$ cat config.mk
export PLATFORM = sky130hd
export DESIGN_NAME = alu_operand_fwd_stage
export DESIGN_NICKNAME = d
export VERILOG_FILES = /design/src/rtl/alu_fwd_pkg.sv /design/src/rtl/alu_fwd_pick.sv /design/src/rtl/alu_operand_fwd_stage.sv
export SDC_FILE = /design/constraint.sdc
export NUM_CORES = 1
export LEC_CHECK = 0
export CORE_ASPECT_RATIO = 0.6
export CORE_MARGIN = 3
export CORE_UTILIZATION = 35
export DETAILED_ROUTE_END_ITERATION = 8
export PLACE_DENSITY_LB_ADDON = 0.3
export SYNTH_ARGS = -nofsm -noshare
export SYNTH_HDL_FRONTEND = slang
export SYNTH_SLANG_ARGS = --single-unit
$ cat constraint.sdc
create_clock -name clk -period 4.9 [get_ports clk]
set_input_delay 0.98 -clock clk [delete_from_list [all_inputs] [get_ports clk]]
set_output_delay 0.98 -clock clk [all_outputs]
set_load 0.1 [all_outputs]
$ cat src/rtl/alu_fwd_pkg.sv
// Shared constants and helpers for the ALU operand forwarding stage.
package alu_fwd_pkg;

  // Operand source codes reported on sel_a / sel_b.
  localparam int SEL_RF       = 0;
  localparam int SEL_IMM      = 1;
  localparam int SEL_FWD_BASE = 2;

  // Width of a source code able to name the register file, the immediate
  // and every forwarding source.
  function automatic int sel_width(input int num_fwd);
    return $clog2(num_fwd + SEL_FWD_BASE);
  endfunction

endpackage

$ cat src/rtl/alu_fwd_pick.sv
// Priority comparator for one ALU operand: finds the youngest forwarding
// source that writes the requested register and returns its data, source
// code, whether any source matched and whether that winner is still pending.
module alu_fwd_pick
  import alu_fwd_pkg::*;
#(
  parameter int WIDTH   = 32,
  parameter int REG_AW  = 5,
  parameter int NUM_FWD = 2,
  parameter int SEL_W   = sel_width(NUM_FWD)
) (
  input  logic [REG_AW-1:0]        idx,
  input  logic [WIDTH-1:0]         rf_data,
  input  logic [NUM_FWD-1:0]       fwd_we,
  input  logic [NUM_FWD*REG_AW-1:0] fwd_addr,
  input  logic [NUM_FWD*WIDTH-1:0] fwd_data,
  input  logic [NUM_FWD-1:0]       fwd_pending,
  output logic [WIDTH-1:0]         data,
  output logic [SEL_W-1:0]         code,
  output logic                     match,
  output logic                     pending
);

  // Per-source hit; register 0 is hard-wired and never forwarded.
  logic [NUM_FWD-1:0] hit;

  genvar gi;
  generate
    for (gi = 0; gi < NUM_FWD; gi++) begin : g_hit
      assign hit[gi] = fwd_we[gi] &&
                       (fwd_addr[gi*REG_AW +: REG_AW] == idx) &&
                       (idx != '0);
    end
  endgenerate

  // Scan oldest to youngest so the lowest index (youngest) is applied last
  // and wins; only that winner's pending flag matters.
  always_comb begin
    data    = rf_data;
    code    = SEL_W'(SEL_RF);
    match   = 1'b0;
    pending = 1'b0;
    for (int i = NUM_FWD - 1; i >= 0; i--) begin
      if (hit[i]) begin
        data    = fwd_data[i*WIDTH +: WIDTH];
        code    = SEL_W'(SEL_FWD_BASE + i);
        match   = 1'b1;
        pending = fwd_pending[i];
      end
    end
  end

endmodule

$ cat src/rtl/alu_operand_fwd_stage.sv
// Registered ID/EX operand-selection stage: resolves ALU operands from the
// register file, immediate or forwarding sources, stalls on load-use hazards
// and hands operands to EX over a valid/ready handshake.
module alu_operand_fwd_stage
  import alu_fwd_pkg::*;
#(
  parameter int WIDTH   = 32,
  parameter int REG_AW  = 5,
  parameter int NUM_FWD = 2,
  parameter int CNT_W   = 16
) (
  input  logic                          clk,
  input  logic                          rst_n,
  input  logic                          in_valid,
  output logic                          in_ready,
  input  logic [REG_AW-1:0]             rs_idx,
  input  logic [REG_AW-1:0]             rt_idx,
  input  logic [WIDTH-1:0]              rs_data,
  input  logic [WIDTH-1:0]              rt_data,
  input  logic [WIDTH-1:0]              imm,
  input  logic                          use_imm,
  input  logic [NUM_FWD-1:0]            fwd_we,
  input  logic [NUM_FWD*REG_AW-1:0]     fwd_addr,
  input  logic [NUM_FWD*WIDTH-1:0]      fwd_data,
  input  logic [NUM_FWD-1:0]            fwd_pending,
  input  logic                          flush,
  output logic                          out_valid,
  input  logic                          out_ready,
  output logic [WIDTH-1:0]              op_a,
  output logic [WIDTH-1:0]              op_b,
  output logic [sel_width(NUM_FWD)-1:0] sel_a,
  output logic [sel_width(NUM_FWD)-1:0] sel_b,
  output logic                          hazard,
  output logic [CNT_W-1:0]              stall_cnt
);

  localparam int SEL_W = sel_width(NUM_FWD);

  logic [WIDTH-1:0] pick_a_data;
  logic [SEL_W-1:0] pick_a_code;
  logic             pick_a_match;
  logic             pick_a_pending;
  logic [WIDTH-1:0] pick_b_data;
  logic [SEL_W-1:0] pick_b_code;
  logic             pick_b_match;
  logic             pick_b_pending;

  logic [WIDTH-1:0] op_b_next;
  logic [SEL_W-1:0] sel_b_next;
  logic             free;
  logic             accept;

  alu_fwd_pick #(
    .WIDTH   (WIDTH),
    .REG_AW  (REG_AW),
    .NUM_FWD (NUM_FWD),
    .SEL_W   (SEL_W)
  ) u_pick_a (
    .idx         (rs_idx),
    .rf_data     (rs_data),
    .fwd_we      (fwd_we),
    .fwd_addr    (fwd_addr),
    .fwd_data    (fwd_data),
    .fwd_pending (fwd_pending),
    .data        (pick_a_data),
    .code        (pick_a_code),
    .match       (pick_a_match),
    .pending     (pick_a_pending)
  );

  alu_fwd_pick #(
    .WIDTH   (WIDTH),
    .REG_AW  (REG_AW),
    .NUM_FWD (NUM_FWD),
    .SEL_W   (SEL_W)
  ) u_pick_b (
    .idx         (rt_idx),
    .rf_data     (rt_data),
    .fwd_we      (fwd_we),
    .fwd_addr    (fwd_addr),
    .fwd_data    (fwd_data),
    .fwd_pending (fwd_pending),
    .data        (pick_b_data),
    .code        (pick_b_code),
    .match       (pick_b_match),
    .pending     (pick_b_pending)
  );

  // Operand B: immediate overrides rt and removes rt as a dependency.
  always_comb begin
    op_b_next  = pick_b_data;
    sel_b_next = pick_b_code;
    if (use_imm) begin
      op_b_next  = imm;
      sel_b_next = SEL_W'(SEL_IMM);
    end
  end

  // A load-use hazard exists only when the winning source is still pending.
  assign hazard = in_valid &&
                  ((pick_a_match && pick_a_pending) ||
                   (!use_imm && pick_b_match && pick_b_pending));

  assign free     = !out_valid || out_ready;
  assign in_ready = free && !hazard && !flush;
  assign accept   = in_valid && in_ready;

  // Output register: flush kills, accept loads, a free slot bubbles, else hold.
  always_ff @(posedge clk or negedge rst_n) begin
    if (!rst_n) begin
      out_valid <= 1'b0;
      op_a      <= '0;
      op_b      <= '0;
      sel_a     <= '0;
      sel_b     <= '0;
    end else if (flush) begin
      out_valid <= 1'b0;
    end else if (accept) begin
      out_valid <= 1'b1;
      op_a      <= pick_a_data;
      op_b      <= op_b_next;
      sel_a     <= pick_a_code;
      sel_b     <= sel_b_next;
    end else if (free) begin
      out_valid <= 1'b0;
    end
  end

  // Saturating count of hazard cycles, flush or not; cleared only by reset.
  always_ff @(posedge clk or negedge rst_n) begin
    if (!rst_n) begin
      stall_cnt <= '0;
    end else if (hazard && (stall_cnt != {CNT_W{1'b1}})) begin
      stall_cnt <= stall_cnt + 1'b1;
    end
  end

endmodule

Yosys cells after proc, flatten, opt, wreduce, memory -nomap -nowiden:

Index checks and enable logic that the tools add are counted.
W data, S select, Z words.

* input bits: 190
* register bits after elaboration: 85
* memory bits (writable): 0
* bits in latches: 0
* word-level logic and storage cells: 60
* memories: 0
* ROM bits: 0

* $add $sub $neg: 1
* reduce and logical (&&, ||, !) cells: 26
* muxes and demuxes: 21
* shifts and indexed selects: 0
* $mul: 0
* $lt $le $gt $ge: 0
* equality and inequality tests: 5
* bitwise operators: 1
* divide/modulo/power cells: 0

Operator list (number)
* $mux W32: 5
* $eq A5 B5 Y1: 4
* $add A16 B1 Y16 const B: 1
* $logic_and A1 B1 Y1: 16
* $ne A16 B16 Y1 const B: 1
* $mux W1: 11
* $mux W2: 5
* $reduce_bool A5 Y1: 2
* $logic_not A1 Y1: 4
* $reduce_bool A3 Y1: 1
* $logic_or A1 B1 Y1: 2
* $reduce_and A2 Y1: 1
* $not A1 Y1: 1

Longest topological paths before layout:

Gate-level depths: netlist (run 1).

* depth after elaboration: 15
* gate-level depth with buffers: 10

By module:

Synthesis (run 1) repeated with hierarchy kept, for this count alone.

* cells, all modules: 618
* area, all modules: 5806.8 um^2

Modules (own cells, without submodules)
* alu_operand_fwd_stage: seq. area each 2127.0 um^2, times used 1, area an instance 3794.9 um^2, cells an instance 266
* alu_fwd_pick: seq. area each 0.0 um^2, times used 2, area an instance 1006.0 um^2, cells an instance 176

Worst setup path before layout (run 1):

OpenSTA, ideal clock, no wires.

* path type: input -> output
* from: in rs_idx[1]
* to: out in_ready
* arrival: 4.063 ns
* path slack: -0.143 ns
* stages on the path: 6
* required time: 3.920 ns
* cells stage by stage: or4_4 o211ai_2 nor3_1 mux2_4 o21a_1 nor2b_1

* word-level cells in the longest chain between the ends: 11
* elaborated cells on any way between the ends: 17
* classes of those cells: eq/ne: 2; mux: 4; reduce/logical: 11

Ends and longest elaborated chain
* from (decl): line alu_operand_fwd_stage.sv:16 `input logic [REG_AW-1:0] rs_idx,`
* $eq A5 B5 Y1: line alu_fwd_pick.sv:31 `(fwd_addr[gi*REG_AW +: REG_AW] == idx) &&`
* $logic_and A1 B1 Y1: line alu_fwd_pick.sv:30 `assign hit[gi] = fwd_we[gi] &&`
* $logic_and A1 B1 Y1: line alu_fwd_pick.sv:31
* $mux W1 (2 in series): line alu_fwd_pick.sv:44 `if (hit[i]) begin`
* $logic_and A1 B1 Y1 *: line alu_operand_fwd_stage.sv:101 `((pick_a_match && pick_a_pending) ||`
* $logic_or A1 B1 Y1 *: line alu_operand_fwd_stage.sv:101
* $logic_and A1 B1 Y1 *: line alu_operand_fwd_stage.sv:100 `assign hazard = in_valid &&`
* net hazard: line alu_operand_fwd_stage.sv:33 `output logic hazard,`
* $logic_not A1 Y1 *: line alu_operand_fwd_stage.sv:105 `assign in_ready = free && !hazard && !flush;`
* $logic_and A1 B1 Y1 * (2 in series): line alu_operand_fwd_stage.sv:105
* to (decl): line alu_operand_fwd_stage.sv:15 `output logic in_ready,`

Mark *: on every way through the listed nets, which the timed path passes. The rest lies on a longest branch.

Worst setup path in the final report (run 1):

* from: in rt_idx[1]
* to: out in_ready

* word-level cells in the longest chain between the ends: 12
* elaborated cells on any way between the ends: 18
* classes of those cells: eq/ne: 2; mux: 4; reduce/logical: 12

Ends and longest elaborated chain
* from (decl): line alu_operand_fwd_stage.sv:17 `input logic [REG_AW-1:0] rt_idx,`
* $eq A5 B5 Y1: line alu_fwd_pick.sv:31
* $logic_and A1 B1 Y1: line alu_fwd_pick.sv:30
* $logic_and A1 B1 Y1: line alu_fwd_pick.sv:31
* $mux W1 (2 in series): line alu_fwd_pick.sv:44
* $logic_and A1 B1 Y1: line alu_operand_fwd_stage.sv:102 `(!use_imm && pick_b_match && pick_b_pending));`
* $logic_and A1 B1 Y1 *: line alu_operand_fwd_stage.sv:102
* $logic_or A1 B1 Y1 *: line alu_operand_fwd_stage.sv:101
* $logic_and A1 B1 Y1 *: line alu_operand_fwd_stage.sv:100
* $logic_not A1 Y1 *: line alu_operand_fwd_stage.sv:105
* $logic_and A1 B1 Y1 * (2 in series): line alu_operand_fwd_stage.sv:105

Every way passes the cells marked *; elsewhere a longest branch is shown, timed or not.

==> results of run 1 <==
[cell families after synthesis]
group / count (synthesis) / synth area share [%]
xor+xnor: 35 / 5.59
buf+inv: 56 / 4.25
mux: 102 / 20.8
flops: 85 / 38.8
simple gates: 168 / 14.4
compound gates: 121 / 15.9
fa+ha+maj: 1 / 0.228
[metal layers]
metal  part of all wire [%]  track usage, %  vias to the layer above
li1                       -               -                     2582
met1                     42            29.5                     2726
met2                     47            39.5                      305
met3                    9.9            6.70                       23
met4                    1.2            7.42                        0
met5                      0               0                        -
[cell type report]
type | count | share of cell area [%]
Clock inverter | 5 | 0.673
Timing Repair Buffer | 286 | 32.8
Inverter | 7 | 0.301
Tap cell | 198 | 2.84
Antenna cell | 1 | 0.0286
Multi-Input combinational cell | 427 | 36.3
Sequential cell | 85 | 24.3
Clock buffer | 11 | 2.78
[worst max-delay path: cells and delay by family]
kind | cells | cell delay (ns)
AO/OA/AOI/OAI | 4 | 1.02
buffers and inverters | 2 | 0.64
AND/OR/NAND/NOR | 2 | 0.79
[report_power, final]
part | internal, mW | leakage [nW] | switching (mW) | total, mW
clock | 0.410 | 0.142 | 0.282 | 0.692
sequential | 0.827 | 1.05 | 0.0713 | 0.898
combinational | 0.507 | 2.33 | 1.21 | 1.72
total | 1.74 | 3.52 | 1.57 | 3.31
[sequential cells by signal, indices dropped and copies added, names as in the netlist]
register   cells
op_a          32
sel_b          2
out_valid      1
stall_cnt     16
sel_a          2
op_b          32
[worst max-delay path by stage]
stage | start | endpoint | slack (ns) | cells past startpoint
floorplan | rs_idx[1] | in_ready | 0.38 | 6
global placement | rs_idx[1] | in_ready | 0.69 | 8
detailed placement | rt_idx[1] | in_ready | 0.49 | 8
CTS | rt_idx[1] | in_ready | 0.48 | 8
global route | rt_idx[1] | in_ready | 0.33 | 8
finish | rt_idx[1] | in_ready | 0.48 | 8
[placed cells by master, fill, tap and decap left out, types with 3 or more instances in the layout]
master           Yosys  layout
o211ai_1             9       9
inv_1                7       7
o2111ai_1            6       6
nand2_1             67      67
o31ai_1             32      32
and2_1               3       3
buf_4                0      10
xnor2_1             28      28
clkbuf_16            0       9
o21ai_0             34      34
clkdlybuf4s50_1      0     272
nor2_1              37      36
xor2_1               7       7
nand4_1              5       5
mux2i_1             33      33
a221oi_1            32      32
mux2_2              60      60
mux2_4               9       9
and3_1              40      40
dfrtp_1             85      85
buf_12               0       3
==> metrics.cfg, run 1 <==
[yosys]
netlist.area_leader.share_pct=38.8
synth_common_cells=dfrtp_1, nand2_1, mux2_2, and3_1, clkbuf_1
ys.warnings.count=0
synth_edf_count=0
synthFlopType=dfrtp_1
synth_area_leader_cell=dfrtp_1
synthDistinctLibCells=37
synth_async_sr_flop_share_pct=100
synthesis.nets=759
synthMostInstantiatedCell=dfrtp_1
ys_seq_elements=85
synth_area_leaders=dfrtp_1, mux2_2, mux2i_1
syn_area_um2=5480
synthCells=568
syn_avg_cell_area_um2=9.65
ys_seq_area_share_pct=38.8

[timing]
fin_crit_sh_pct=90.2
worst_slack_ns=0.481
hold_violations=0
final_max_slew_viol_count=0
finalSetupViolations=0
min_period_ns=4.42
fmax_mhz=226
setup-tns-final_ns=0
rsz0062_at_grt=false
whs_ns=0.503
relSlewSlack_pct=24.7
skew_ns=0.00624
tightestPinTransition_ns=1.13

[die]
initial_core_util_pct=36.8
core_region_area_um2=14900
boundaryPins=277
num_rows=34
fp.dieW_um=168
die-height_um=103
dieArea_um2=17200

[placed_design]
placed_cells=1003
dpl_worst_slack_ns=0.489
placed_area_um2=8430
routabilityCongestion=1.04
place_hpwl_um=14600
numPortBuffers=276

[clocking]
htree_levels=3
cts_setup_buffers=0
cts_tree=built
clk_latency_ns=0.33
cts_buffer_depth=2
cts.sinks=85
ctsHoldBuffers=0
ctsResizeCount=0
cts_root_buf=clkbuf_16
clkTransAtPathRegs_ns=0.06
cts_inserted_buffers=9

[run]
maxCapViolations=0

[worst_setup_path]
r2r-start=stall_cnt[0]
crit_chain=clkdlybuf4s50_1, nor4_1, a211o_1, o2111ai_1, a21oi_1, o21a_1, nor2b_2, buf_12
critPathMaxStageDelay_ns=0.71
critPathKind=in -> out
critPathCaptureType=primary output
r2r_slack_ns=2.80
arrival_ns=3.44
start_kind=primary input
slowest_stage=nor4_1
worst-path-max-fanout=4
critPathRequiredTime_ns=3.92
timing.rr.end=stall_cnt[1]
reg2reg_depth=6

[layout]
layout.nets=1007
fillers=1258
syn2layout_area_growth_pct=59.4
regArea_um2=2130
drive_above_1_share_pct=13.3
final_core_util_pct=58.7
multi_input_comb_area_um2=3170
final_cells=1020
design_area_um2=8740

[drt]
ant_nets=0
drc=0
first_pass_iters=5
vias_per_cell=5.53
drt-initial-drc-count=460
vias=5636
wl_um=20700
wl_per_cell_um=20.3

[grt]
grt_max_degree=86
antenna_found_initial=1
grt_pass1_vias=6030
grtUsageTotal_pct=23.4
grt_pass1_wl_um=32300
overflow=0

[power_and_ir_drop]
powerDensity_nw_per_um2=379
fin_total_pwr_mw=3.31
power_leakage_nw=3.52
ir_drop_v=0.000290

[hold_path]
min_from=op_b[20]
hold_path.class=reg -> reg
hold_depth=1
hold_path_end=op_b[20]

[status]
status=finished, final reports clean

Power figures use the tool's default switching activity.
==> run 2: changes to the inputs <==
--- a/config.mk
+++ b/config.mk
@@ -5,6 +5,7 @@
 export SDC_FILE = /design/constraint.sdc
 export NUM_CORES = 1
 export LEC_CHECK = 0
+export ABC_AREA = 1
 export CORE_ASPECT_RATIO = 0.6
 export CORE_MARGIN = 3
 export CORE_UTILIZATION = 35
==> metrics.cfg, run 2 <==
[status]
status=finished, final reports clean

[yosys]
synth_area_leader_cell=dfrtp_1
synth_edf_count=0
synthesis.nets=1078
netlist.area_leader.share_pct=36.5
ys_seq_area_share_pct=36.5
syn_area_um2=5830
syn_avg_cell_area_um2=6.57
synthFlopType=dfrtp_1
synthCells=887
synth_common_cells=nand2_1, dfrtp_1, nand3_1, inv_1, o21ai_0
synthDistinctLibCells=31
ys_seq_elements=85
synthMostInstantiatedCell=nand2_1
synth_area_leaders=dfrtp_1, nand2_1, nand3_1
synth_async_sr_flop_share_pct=100
ys.warnings.count=0

[clocking]
clk_latency_ns=0.33
cts_tree=built
ctsResizeCount=0
cts.sinks=85
clkTransAtPathRegs_ns=0.06
cts_setup_buffers=0
cts_buffer_depth=2
cts_inserted_buffers=9
htree_levels=3
ctsHoldBuffers=0
cts_root_buf=clkbuf_16

[drt]
ant_nets=0
wl_um=23800
drc=0
wl_per_cell_um=17.4
drt-initial-drc-count=462
vias=6763
vias_per_cell=4.95
first_pass_iters=5

[grt]
antenna_found_initial=0
overflow=0
use_met2_pct=37.8
grt_max_degree=66
top_usage_layer=met2
grt.met1_usage_pct=36.1
grt_pass1_wl_um=36600
grt.met3_usage_pct=9.74
grtUsageTotal_pct=25.6
grt_pass1_vias=6348

[timing]
relSlewSlack_pct=25.5
fmax_mhz=245
setup-tns-final_ns=0
final_max_slew_viol_count=0
finalSetupViolations=0
hold_violations=0
fin_crit_sh_pct=83.2
skew_ns=0.00693
rsz0062_at_grt=false
tightestPinTransition_ns=1.11
min_period_ns=4.08

[placed_design]
routabilityCongestion=0.914
placed_area_um2=8780
placed_cells=1350
numPortBuffers=276
place_hpwl_um=17600

[layout]
syn2layout_area_growth_pct=56.2
n_antenna_cell=0
layout_commonest_cell=nand2_1
final_cells=1366
fillers=1505
reg_top3=op_a (32), op_b (32), stall_cnt (16)
layout.nets=1330
most-common-layout-cells=nand2_1, clkdlybuf4s50_1, dfrtp_1, nand3_1, inv_1
drive_above_1_share_pct=7.43
design_area_um2=9110

[run]
maxCapViolations=0

[worst_setup_path]
reg2reg_depth=8
critPathCaptureType=primary output
timing.rr.end=stall_cnt[0]
critPathRequiredTime_ns=3.92
arrival_ns=3.10
start_kind=primary input
r2r-start=stall_cnt[0]
worst-path-max-fanout=12
r2r_slack_ns=2.41
critPathKind=in -> out

[die]
initial_core_util_pct=36.9
core_region_area_um2=15800
fp.dieW_um=173
die-height_um=106
boundaryPins=277
dieArea_um2=18300
num_rows=35

[hold_path]
min_from=op_b[6]
hold_path.class=reg -> reg
hold_path_end=op_b[6]
hold_depth=2

[power_and_ir_drop]
ir_drop_v=0.000208
powerDensity_nw_per_um2=355
power_leakage_nw=4.23
fin_total_pwr_mw=3.24

run 2: changes by cell type in the layout (fill, tap and decap cells not counted), moves of 21 or more:
cell / delta
nand2_1: +303
nand3_1: +78
inv_1: +64
mux2_2: -60
mux2i_1: -33
a221oi_1: -32
o31ai_1: -32
and3_1: -30
o21ai_2: +30
o21ai_0: +28
xnor2_1: -23
a21oi_1: +21
run 2: worst max-delay path by stage:
stage	from	endpoint	slack, ns	depth (start not counted)
2_1_floorplan	fwd_addr[3]	in_ready	0.53	11
3_3_place_gp	rt_idx[4]	in_ready	0.85	14
3_5_place_dp	fwd_addr[4]	in_ready	0.83	14
4_1_cts	fwd_addr[4]	in_ready	0.82	14
5_1_grt	rt_idx[1]	in_ready	0.70	14
6_report	fwd_addr[4]	in_ready	0.82	14
run 2: cell type report:
class                           instances  area [um2]  share of cell area (%)
Inverter                               79         297                    3.26
Tap cell                              222         278                    3.05
Timing Repair Buffer                  289        2890                    31.7
Sequential cell                        85        2130                    23.3
Clock buffer                           10         239                    2.62
Clock inverter                          6        93.8                    1.03
Multi-Input combinational cell        675        3190                    35.0
run 2: critical path, cell delays in order:
cell             delay [ns]
clkdlybuf4s50_1        0.54
inv_1                  0.08
nand2_1                0.06
nand2_1                0.07
nor2_1                 0.10
nand2_1                0.09
nor2_4                 0.16
buf_4                  0.21
nand2_1                0.06
nand2_1                0.07
nand2_2                0.09
a21boi_2               0.28
nor2_1                 0.12
buf_12                 0.18
run 2: power by group:
| group | switching, mW | total, mW | internal (mW) |
|---|---|---|---|
| registers | 0.0733 | 0.885 | 0.812 |
| clock network | 0.297 | 0.762 | 0.466 |
| logic | 1.16 | 1.59 | 0.432 |
run 2: layer usage:
| metal | wire length (um) | up-vias |
|---|---|---|
| li1 | - | 3350 |
| met1 | 11100 | 3078 |
| met2 | 9900 | 316 |
| met3 | 2610 | 19 |
| met4 | 272 | 0 |
| met5 | 0 | - |
run 2: logic make-up (layout without fill, tap and decap cells):
logic type / Yosys count / count (layout) / share of synthesized area (%)
AND/OR/NAND/NOR: 531 / 531 / 38.6
AO/OA/AOI/OAI: 128 / 128 / 13.0
buffers and inverters: 127 / 384 / 9.49
flip-flops: 85 / 85 / 36.5
XOR/XNOR: 15 / 15 / 2.25
adder cells (fa/ha/maj): 1 / 1 / 0.215
run 2: metrics by stage:
stage | hold slack [ns] | util, % | setup WS (ns)
global placement | 0.463 | 55.5 | 0.845
global route | 0.500 | 57.6 | 0.697
detailed placement | 0.467 | 55.5 | 0.834
finish | 0.481 | 57.6 | 0.822
floorplan | 0.684 | - | 0.531
CTS | 0.484 | 57.6 | 0.824
==> run 3: changes to the inputs <==
==> constraint.sdc (replaced) <==
create_clock -name clk -period 4 [get_ports clk]
set_input_delay 0.8 -clock clk [delete_from_list [all_inputs] [get_ports clk]]
set_output_delay 0.8 -clock clk [all_outputs]
set_load 0.1 [all_outputs]
==> metrics.cfg, run 3 (same netlist as run 2, synthesis figures left out) <==
[layout]
drive_above_1_share_pct=7.42
layout_commonest_cell=nand2_1
most-common-layout-cells=nand2_1, clkdlybuf4s50_1, dfrtp_1, nand3_1, inv_1
multi_input_comb_area_um2=3180
n_antenna_cell=0
layout.nets=1332
fillers=1515
reg_top3=op_a (32), op_b (32), stall_cnt (16)
final_core_util_pct=57.7
regArea_um2=2130
final_cells=1368
design_area_um2=9120
syn2layout_area_growth_pct=56.5

[placed_design]
placed_cells=1352
numPortBuffers=276
place_hpwl_um=18800
dpl_worst_slack_ns=0.368
placed_area_um2=8790
routabilityCongestion=0.944

[die]
core_region_area_um2=15800
dieArea_um2=18300
fp.dieW_um=173
boundaryPins=277
num_rows=35
die-height_um=106
initial_core_util_pct=36.9

[worst_setup_path]
critPathKind=in -> out
worst-path-max-fanout=11
start_kind=primary input
critPathCaptureType=primary output
r2r_slack_ns=1.56
r2r-start=stall_cnt[0]
critPathRequiredTime_ns=3.20
crit_path_start=fwd_addr[1]
arrival_ns=2.84

[grt]
grt.met3_usage_pct=9.71
grt_pass1_vias=6363
use_met2_pct=37.7
overflow=0
grtUsageTotal_pct=26.1
grt_pass1_wl_um=37000
top_usage_layer=met1
grt_max_degree=77
grt.met1_usage_pct=37.9
antenna_found_initial=1

[timing]
fin_crit_sh_pct=90.9
whs_ns=0.452
setup-tns-final_ns=0
skew_ns=0.00625
fmax_mhz=275
tightestPinTransition_ns=1.10
relSlewSlack_pct=26.4
worst_slack_ns=0.365
finalSetupViolations=0
min_period_ns=3.64
final_max_slew_viol_count=0
hold_violations=0
rsz0062_at_grt=false

[drt]
first_pass_iters=5
wl_per_cell_um=17.9
vias=6817
drc=0
drt-initial-drc-count=519
wl_um=24500
vias_per_cell=4.98
ant_nets=0

[clocking]
ctsResizeCount=0
clkTransAtPathRegs_ns=0.07
cts.sinks=85
cts_buffer_depth=2
cts_tree=built
cts_inserted_buffers=9
clk_latency_ns=0.34
ctsHoldBuffers=0
cts_setup_buffers=0
htree_levels=3
cts_root_buf=clkbuf_16

[run]
maxCapViolations=0

[hold_path]
hold_path.class=in -> async

[power_and_ir_drop]
clkPwrFrac_pct=23.5
powerDensity_nw_per_um2=435
power_frac_comb_pct=49.2
power_leakage_nw=4.24
share_seq_of_total_power_pct=27.3
p_sw_mw=1.89
internal-power_mw=2.08
switching_share_pct=47.6
ir_drop_v=0.000268
fin_total_pwr_mw=3.97

[status]
status=finished, final reports clean

[run 3: cell count changes in the layout (fill, tap and decap cells not counted), sizes merged]
cell	previous run	this run
buf	16	18
clkbuf	10	9
inv	81	82
[run 3: per-layer routing]
layer | up-vias | routed length, um | part of all wire (%)
li1 | 3340 | - | -
met1 | 3145 | 11500 | 47
met2 | 318 | 10200 | 42
met3 | 12 | 2670 | 11
met4 | 2 | 121 | 0.49
met5 | - | 13 | 0.053
[run 3: worst max-delay path, stage by stage]
cell and delay (ns):
clkdlybuf4s50_1 0.52, inv_1 0.08, nand2_1 0.07, nand2_1 0.09
nor2_1 0.12, nand2_1 0.10, nor2_4 0.28, nand2_1 0.10
nand2_1 0.09, nand2_2 0.10, a21boi_4 0.21, nor2_1 0.10
buf_12 0.17
[run 3: layout make-up]
class / count / area share [%]
clock buffers: 9 / 2.47
clock inverters: 7 / 1.12
inverters: 79 / 3.25
multi-input cells: 675 / 34.8
flip-flops and latches: 85 / 23.3
well taps: 222 / 3.04
repair buffers: 291 / 32.0
[run 3: power by group through the flow]
stage	clock network [mW]	registers, mW	logic (mW)
floorplan	0	2.08	0.323
global placement	0	1.09	1.95
detailed placement	0	1.09	1.95
CTS	0.956	1.08	1.96
global route	0.989	1.10	2.04
finish	0.934	1.08	1.95
[run 3: final timing paths]
kind	to	cells past startpoint
min in group clk	op_a[21]	2
setup reg to reg	stall_cnt[9]	8
max in group asynchronous	op_b[30]	2
hold reg to reg	op_a[21]	2
hold / removal	op_a[31]	1
setup / recovery	in_ready	13
